==> src/rtl/serial_subtractor_if.sv <==
// Handshake/operand bundle for serial_subtractor.
// Optional signed-overflow flag is present only when SERIAL_SUB_OVF_EN is defined.
interface serial_subtractor_if #(
  parameter int unsigned WIDTH = 8
) ();

  logic             start;
  logic [WIDTH-1:0] a;
  logic [WIDTH-1:0] b;
  logic             ready;
  logic             busy;
  logic             done;
  logic [WIDTH-1:0] diff;
  logic             borrow;
`ifdef SERIAL_SUB_OVF_EN
  logic             ovf;
`endif

  // Requester side: issues operands and start, observes status and result
  modport master (
    output start, a, b,
`ifdef SERIAL_SUB_OVF_EN
    input  ovf,
`endif
    input  ready, busy, done, diff, borrow
  );

  // Subtractor side
  modport slave (
    input  start, a, b,
`ifdef SERIAL_SUB_OVF_EN
    output ovf,
`endif
    output ready, busy, done, diff, borrow
  );

endinterface

==> src/rtl/serial_subtractor.sv <==
// Bit-serial two's-complement subtractor: diff = a - b, LSB first, one bit per clock.
// start is accepted only in IDLE; done pulses for one cycle WIDTH+1 cycles after acceptance.
// Optional feature: define SERIAL_SUB_OVF_EN to add the registered signed-overflow output ovf.
module serial_subtractor #(
  parameter int unsigned WIDTH = 8
) (
  input logic                clk,
  input logic                rst_n,
  serial_subtractor_if.slave bus
);

  localparam int unsigned   CntW    = (WIDTH > 1) ? $clog2(WIDTH) : 1;
  localparam logic [CntW-1:0] LastBit = CntW'(WIDTH - 1);

  typedef enum logic [1:0] {
    StIdle,
    StRun,
    StDone
  } state_e;

  state_e           state_q, state_d;
  logic [WIDTH-1:0] a_q, a_d;
  logic [WIDTH-1:0] b_q, b_d;
  // Holds the WIDTH-1 low result bits; the final bit goes straight into diff
  logic [WIDTH-2:0] res_q, res_d;
  logic [WIDTH-1:0] res_shift;
  logic [WIDTH-1:0] diff_q, diff_d;
  logic             bin_q, bin_d;
  logic             borrow_q, borrow_d;
  logic [CntW-1:0]  cnt_q, cnt_d;
  logic             a_bit, b_bit, d_bit, bout;
`ifdef SERIAL_SUB_OVF_EN
  logic             ovf_q, ovf_d;
  logic             ovf_next;
`endif

  // One full-subtractor cell on the current LSBs of the operand shift registers
  always_comb begin
    a_bit     = a_q[0];
    b_bit     = b_q[0];
    d_bit     = a_bit ^ b_bit ^ bin_q;
    bout      = (~a_bit & b_bit) | (~(a_bit ^ b_bit) & bin_q);
    res_shift = {d_bit, res_q};
  end

`ifdef SERIAL_SUB_OVF_EN
  // On the last bit the operand LSBs are the sign bits and d_bit is the result sign
  always_comb begin
    ovf_next = (a_bit ^ b_bit) & (d_bit ^ a_bit);
  end
`endif

  // Next-state and datapath control
  always_comb begin
    state_d  = state_q;
    a_d      = a_q;
    b_d      = b_q;
    res_d    = res_q;
    bin_d    = bin_q;
    cnt_d    = cnt_q;
    diff_d   = diff_q;
    borrow_d = borrow_q;
`ifdef SERIAL_SUB_OVF_EN
    ovf_d    = ovf_q;
`endif
    unique case (state_q)
      StIdle: begin
        if (bus.start) begin
          state_d = StRun;
          a_d     = bus.a;
          b_d     = bus.b;
          bin_d   = 1'b0;
          cnt_d   = '0;
        end
      end
      StRun: begin
        a_d   = a_q >> 1;
        b_d   = b_q >> 1;
        res_d = res_shift[WIDTH-1:1];
        bin_d = bout;
        cnt_d = cnt_q + CntW'(1);
        if (cnt_q == LastBit) begin
          state_d  = StDone;
          cnt_d    = '0;
          diff_d   = res_shift;
          borrow_d = bout;
`ifdef SERIAL_SUB_OVF_EN
          ovf_d    = ovf_next;
`endif
        end
      end
      StDone: begin
        state_d = StIdle;
      end
      default: begin
        state_d = StIdle;
      end
    endcase
  end

  // State and datapath registers; reset aborts any operation in flight
  always_ff @(posedge clk or negedge rst_n) begin
    if (!rst_n) begin
      state_q  <= StIdle;
      a_q      <= '0;
      b_q      <= '0;
      res_q    <= '0;
      bin_q    <= 1'b0;
      cnt_q    <= '0;
      diff_q   <= '0;
      borrow_q <= 1'b0;
`ifdef SERIAL_SUB_OVF_EN
      ovf_q    <= 1'b0;
`endif
    end else begin
      state_q  <= state_d;
      a_q      <= a_d;
      b_q      <= b_d;
      res_q    <= res_d;
      bin_q    <= bin_d;
      cnt_q    <= cnt_d;
      diff_q   <= diff_d;
      borrow_q <= borrow_d;
`ifdef SERIAL_SUB_OVF_EN
      ovf_q    <= ovf_d;
`endif
    end
  end

  // Status decode and registered result outputs
  always_comb begin
    bus.ready  = (state_q == StIdle);
    bus.busy   = (state_q == StRun);
    bus.done   = (state_q == StDone);
    bus.diff   = diff_q;
    bus.borrow = borrow_q;
`ifdef SERIAL_SUB_OVF_EN
    bus.ovf    = ovf_q;
`endif
  end

endmodule
==> src/flat_wrapper.sv <==
// flat-port wrapper written by rule: the top's interface ports become plain ports
module serial_subtractor_flat 
#(
  parameter int unsigned WIDTH = 8
)
  (clk, rst_n, bus_start, bus_a, bus_b, bus_ready, bus_busy, bus_done, bus_diff, bus_borrow);
  serial_subtractor_if #(.WIDTH(WIDTH)) bus_i ();
  input logic clk;
  input logic rst_n;
  input wire logic [$bits(bus_i.start)-1:0] bus_start;
  input wire logic [$bits(bus_i.a)-1:0] bus_a;
  input wire logic [$bits(bus_i.b)-1:0] bus_b;
  output wire logic [$bits(bus_i.ready)-1:0] bus_ready;
  output wire logic [$bits(bus_i.busy)-1:0] bus_busy;
  output wire logic [$bits(bus_i.done)-1:0] bus_done;
  output wire logic [$bits(bus_i.diff)-1:0] bus_diff;
  output wire logic [$bits(bus_i.borrow)-1:0] bus_borrow;
  assign bus_i.start = bus_start;
  assign bus_i.a = bus_a;
  assign bus_i.b = bus_b;
  assign bus_ready = bus_i.ready;
  assign bus_busy = bus_i.busy;
  assign bus_done = bus_i.done;
  assign bus_diff = bus_i.diff;
  assign bus_borrow = bus_i.borrow;
  serial_subtractor #(.WIDTH(WIDTH)) u_core (.clk(clk), .rst_n(rst_n), .bus(bus_i));
endmodule
==> config.mk <==
export PLATFORM = sky130hd
export DESIGN_NAME = serial_subtractor_flat
export DESIGN_NICKNAME = d
export VERILOG_FILES = /design/src/rtl/serial_subtractor_if.sv /design/src/rtl/serial_subtractor.sv /design/src/flat_wrapper.sv
export SDC_FILE = /design/constraint.sdc
export NUM_CORES = 1
export LEC_CHECK = 0
export BUFFER_PORTS_ARGS = -buffer_cell sky130_fd_sc_hd__buf_2
export CAP_MARGIN = 20
export CELL_PAD_IN_SITES_DETAIL_PLACEMENT = 0
export CELL_PAD_IN_SITES_GLOBAL_PLACEMENT = 2
export CORE_MARGIN = 1
export CORE_UTILIZATION = 35
export CTS_BUF_LIST = sky130_fd_sc_hd__clkbuf_4
export CTS_CLUSTER_SIZE = 12
export DETAILED_ROUTE_END_ITERATION = 10
export HOLD_SLACK_MARGIN = 0.15
export PLACE_DENSITY = 0.8
export SETUP_SLACK_MARGIN = 0.5
export SYNTH_ARGS = -nofsm -noshare
export SYNTH_HDL_FRONTEND = slang
export SYNTH_SLANG_ARGS = --single-unit
==> constraint.sdc <==
create_clock -name clk -period 1.4 [get_ports clk]
set_input_delay 0.07 -clock clk [delete_from_list [all_inputs] [get_ports clk]]
set_output_delay 0.07 -clock clk [all_outputs]
set_load 0.1 [all_outputs]
==> out/metrics.yaml <==
worst_setup_path:
  cp_max_fo: 9
  startpoint_type: "register"
  ff2ff_path_depth: 5
  crit_family: "flip-flops"
  cp_slowest_cell: "dfrtp_1"
  crit_path_max_incr_delay_ps: 410
  critPathBufInv: 1
  required_ps: 1640
  path_depth: 5
  crit_path_end_kind: "register"
  path_cells: "ha_2 -> ha_4 -> nand3b_1 -> buf_12 -> mux2_4"
  cp_data_arrival_time_ps: 1690
  setup.worst_path.class: "reg -> reg"
cells_and_area:
  drive_above_1_share: 0.677
  antenna_cells: 0
  final_nets: 247
  multi_input_area_sq_um: 1070
  finish.utilization: 0.664
  postLayoutCellArea_sq_um: 3240
  fillerInstances: 359
  area_delta_synth_final_pct: 77.9
  final-seq-area_sq_um: 965
hold_path:
  hold_depth: 3
  hp-class: "in -> reg"
timing:
  max_slew.worst_pin.slew_ps: 430
  clock_skew_ps: 12.0
  hold_violations: 0
  period_share: 1.03
  maxSlewViolCount: 0
  max_clock_freq_ghz: 0.691
  rsz0062_at_grt: "true"
  maxSlewHeadroom: 0.713
  hold_slack_ps: 65.3
  worst_slack_ps: -46.7
  period_minus_slack_ps: 1450
  setup_violations: 9
routing:
  route.detailed.wl_per_inst_um: 15.0
  via_per_inst: 4.90
  wirelength_mm: 4.40
  drc: 0
  vias: 1435
  drt_first_iter_violations: 35
  antenna_left: 0
  dr.pass1.iters: 4
synth:
  yosysUniqueCellTypes: 30
  ys_seq_elements: 38
  synth_area_leaders: "dfrtp_1 52%, mux2_4 6.6%, nor4b_1 5.3%"
  synth_edf_count: 0
  syn_inst: 141
  synth-async-reset-ratio: 1.00
  yosysSeqAreaShare: 0.522
  syn_area_sq_um: 1820
  yosysTopAreaCell: "dfrtp_1"
  syn_nets: 163
  synth-main-ff-cell: "dfrtp_1"
  ys_warn_count: 0
  syn_area_per_cell_sq_um: 12.9
  synth_top_cell_area_share: 0.522
job:
  drv_cap: 0
floorplan:
  ios: 31
  core_area_sq_um: 4880
  start_util: 0.373
  die_h_um: 74.1
  row_count: 25
  die_w_um: 74.1
  dieArea_sq_um: 5500
clock_tree:
  cts_root_buf: "clkbuf_4"
  cts-hold-fix-buffers: 15
  htree_levels: 2
  clk_pin_slew_ps: 130
  clkLatencyLatePin_ps: 350
  cts_tree: "built"
  cts.sinks: 38
  clk_path_buf_depth: 2
  cts_buffers: 5
placed_design:
  place.gp.congestion: 0.703
  io_buffers: 30
  dpl.hpwl_mm: 2.56
  post_dp_cell_area_sq_um: 2330
power:
  power.leakage_nw: 1.47
  peakVddDrop_uv: 1240
  power_density_nw_per_um2: 2480
global_route:
  grt_usage: 0.181
  grt_first_pass_wirelength_mm: 7.31
  grt_start_max_net_pins: 31
  antenna_found_initial: 0
  grt_pass1_vias: 1491
  overflow: 0
run_status:
  violations: "negative setup slack"
  run_status: "finished, violations left"
flip-flops by register name, indices dropped and copies added (netlist names):
name	count
u_core.a_q	8
u_core.b_q	8
u_core.bus.diff	8
u_core.res_q	7
u_core.cnt_q	3
u_core.state_q	2
u_core.bin_q	1
u_core.bus.borrow	1
worst reg2reg max path: cells and delay by family, from the launching register on:
family	cells	cell delay, ps
mux	1	300
flops	1	410
fa+ha+maj	2	360
simple gates	1	120
buf+inv	1	150
cell families (layout without fill, tap and decap cells):
family                   Yosys count  in the layout  share of synthesized area
AO/OA/AOI/OAI                     23             23                      0.111
adder cells (fa/ha/maj)            3              3                     0.0247
buffers and inverters             27            112                     0.0858
flip-flops                        38             38                      0.522
multiplexers                      16             16                      0.115
AND/OR/NAND/NOR                   34             34                      0.142
what timing repair did:
action	in CTS	in global routing
buffers inserted	28	2
resized for setup	94	12
pin swaps	18	12
endpoints found under the hold margin	44	2
setup endpoints to repair	50	60
layout make-up:
class / instances / share of cell area
inverter: 16 / 0.0224
multi-input combinational: 76 / 0.330
clock buffer: 5 / 0.0116
timing repair buffer: 88 / 0.300
sequential: 38 / 0.298
clock inverter: 3 / 0.0124
tap: 67 / 0.0259
path summary, 6_finish.rpt:
kind	startpoint	slack [ps]	end
worst min register to register	u_core.res_q[0]	520	u_core.bus.diff[0]
worst max-delay path	u_core.cnt_q[1]	-50	u_core.bus.diff[2]
min in group asynchronous	rst_n	200	u_core.bus.diff[7]
worst max register to register	u_core.cnt_q[1]	-50	u_core.bus.diff[2]
worst min-delay path	bus_a[5]	70	u_core.a_q[5]
max in group asynchronous	rst_n	750	u_core.a_q[7]
through the flow:
| stage | instances | TNS, ps | power [mW] | worst slack, ps |
|---|---|---|---|---|
| after CTS | 291 | -340 | 7.89 | -49.8 |
| after detailed placement | 240 | -221 | 5.56 | -31.0 |
| final | 293 | -322 | 8.02 | -46.7 |
| after global routing | 293 | -899 | 8.50 | -102 |
| after global placement | 240 | 0 | 5.46 | 10.2 |
| after floorplan | 141 | -19.9 | 4.85 | -19.9 |
cells in the mapped netlist, drive strengths merged, types with 2 or more instances:
master  instances
dfrtp          38
inv            16
mux2           15
nor3b          12
a211oi         11
nor4b          11
buf            10
a22o            3
nand2b          3
ha              2
nor2            2
nor2b           2
o221a           2
or4b            2
metal layers:
metal,routed length (um),vias up,track usage
li1,-,679,-
met1,1870,718,0.212
met2,2360,36,0.327
met3,155,2,0.0515
met4,18,0,0.0385
met5,0,-,0
power breakdown:
part	total (mW)	internal, mW	switching, mW
combinational	5.16	2.65	2.50
clock	0.758	0.370	0.388
sequential	2.10	1.66	0.448
total	8.02	4.68	3.34
cell usage in the layout, fill, tap and decap left out, types with 3 or more instances in the layout:
master / count
a211oi_2: 11
a22o_1: 3
buf_12: 15
buf_2: 17
buf_4: 16
buf_6: 17
buf_8: 6
clkbuf_4: 6
dfrtp_1: 27
dfrtp_2: 11
dlygate4sd3_1: 15
inv_1: 12
inv_2: 3
mux2_4: 15
nor3b_1: 7
nor3b_2: 4
nor4b_4: 11
Power figures use the tool's default switching activity.
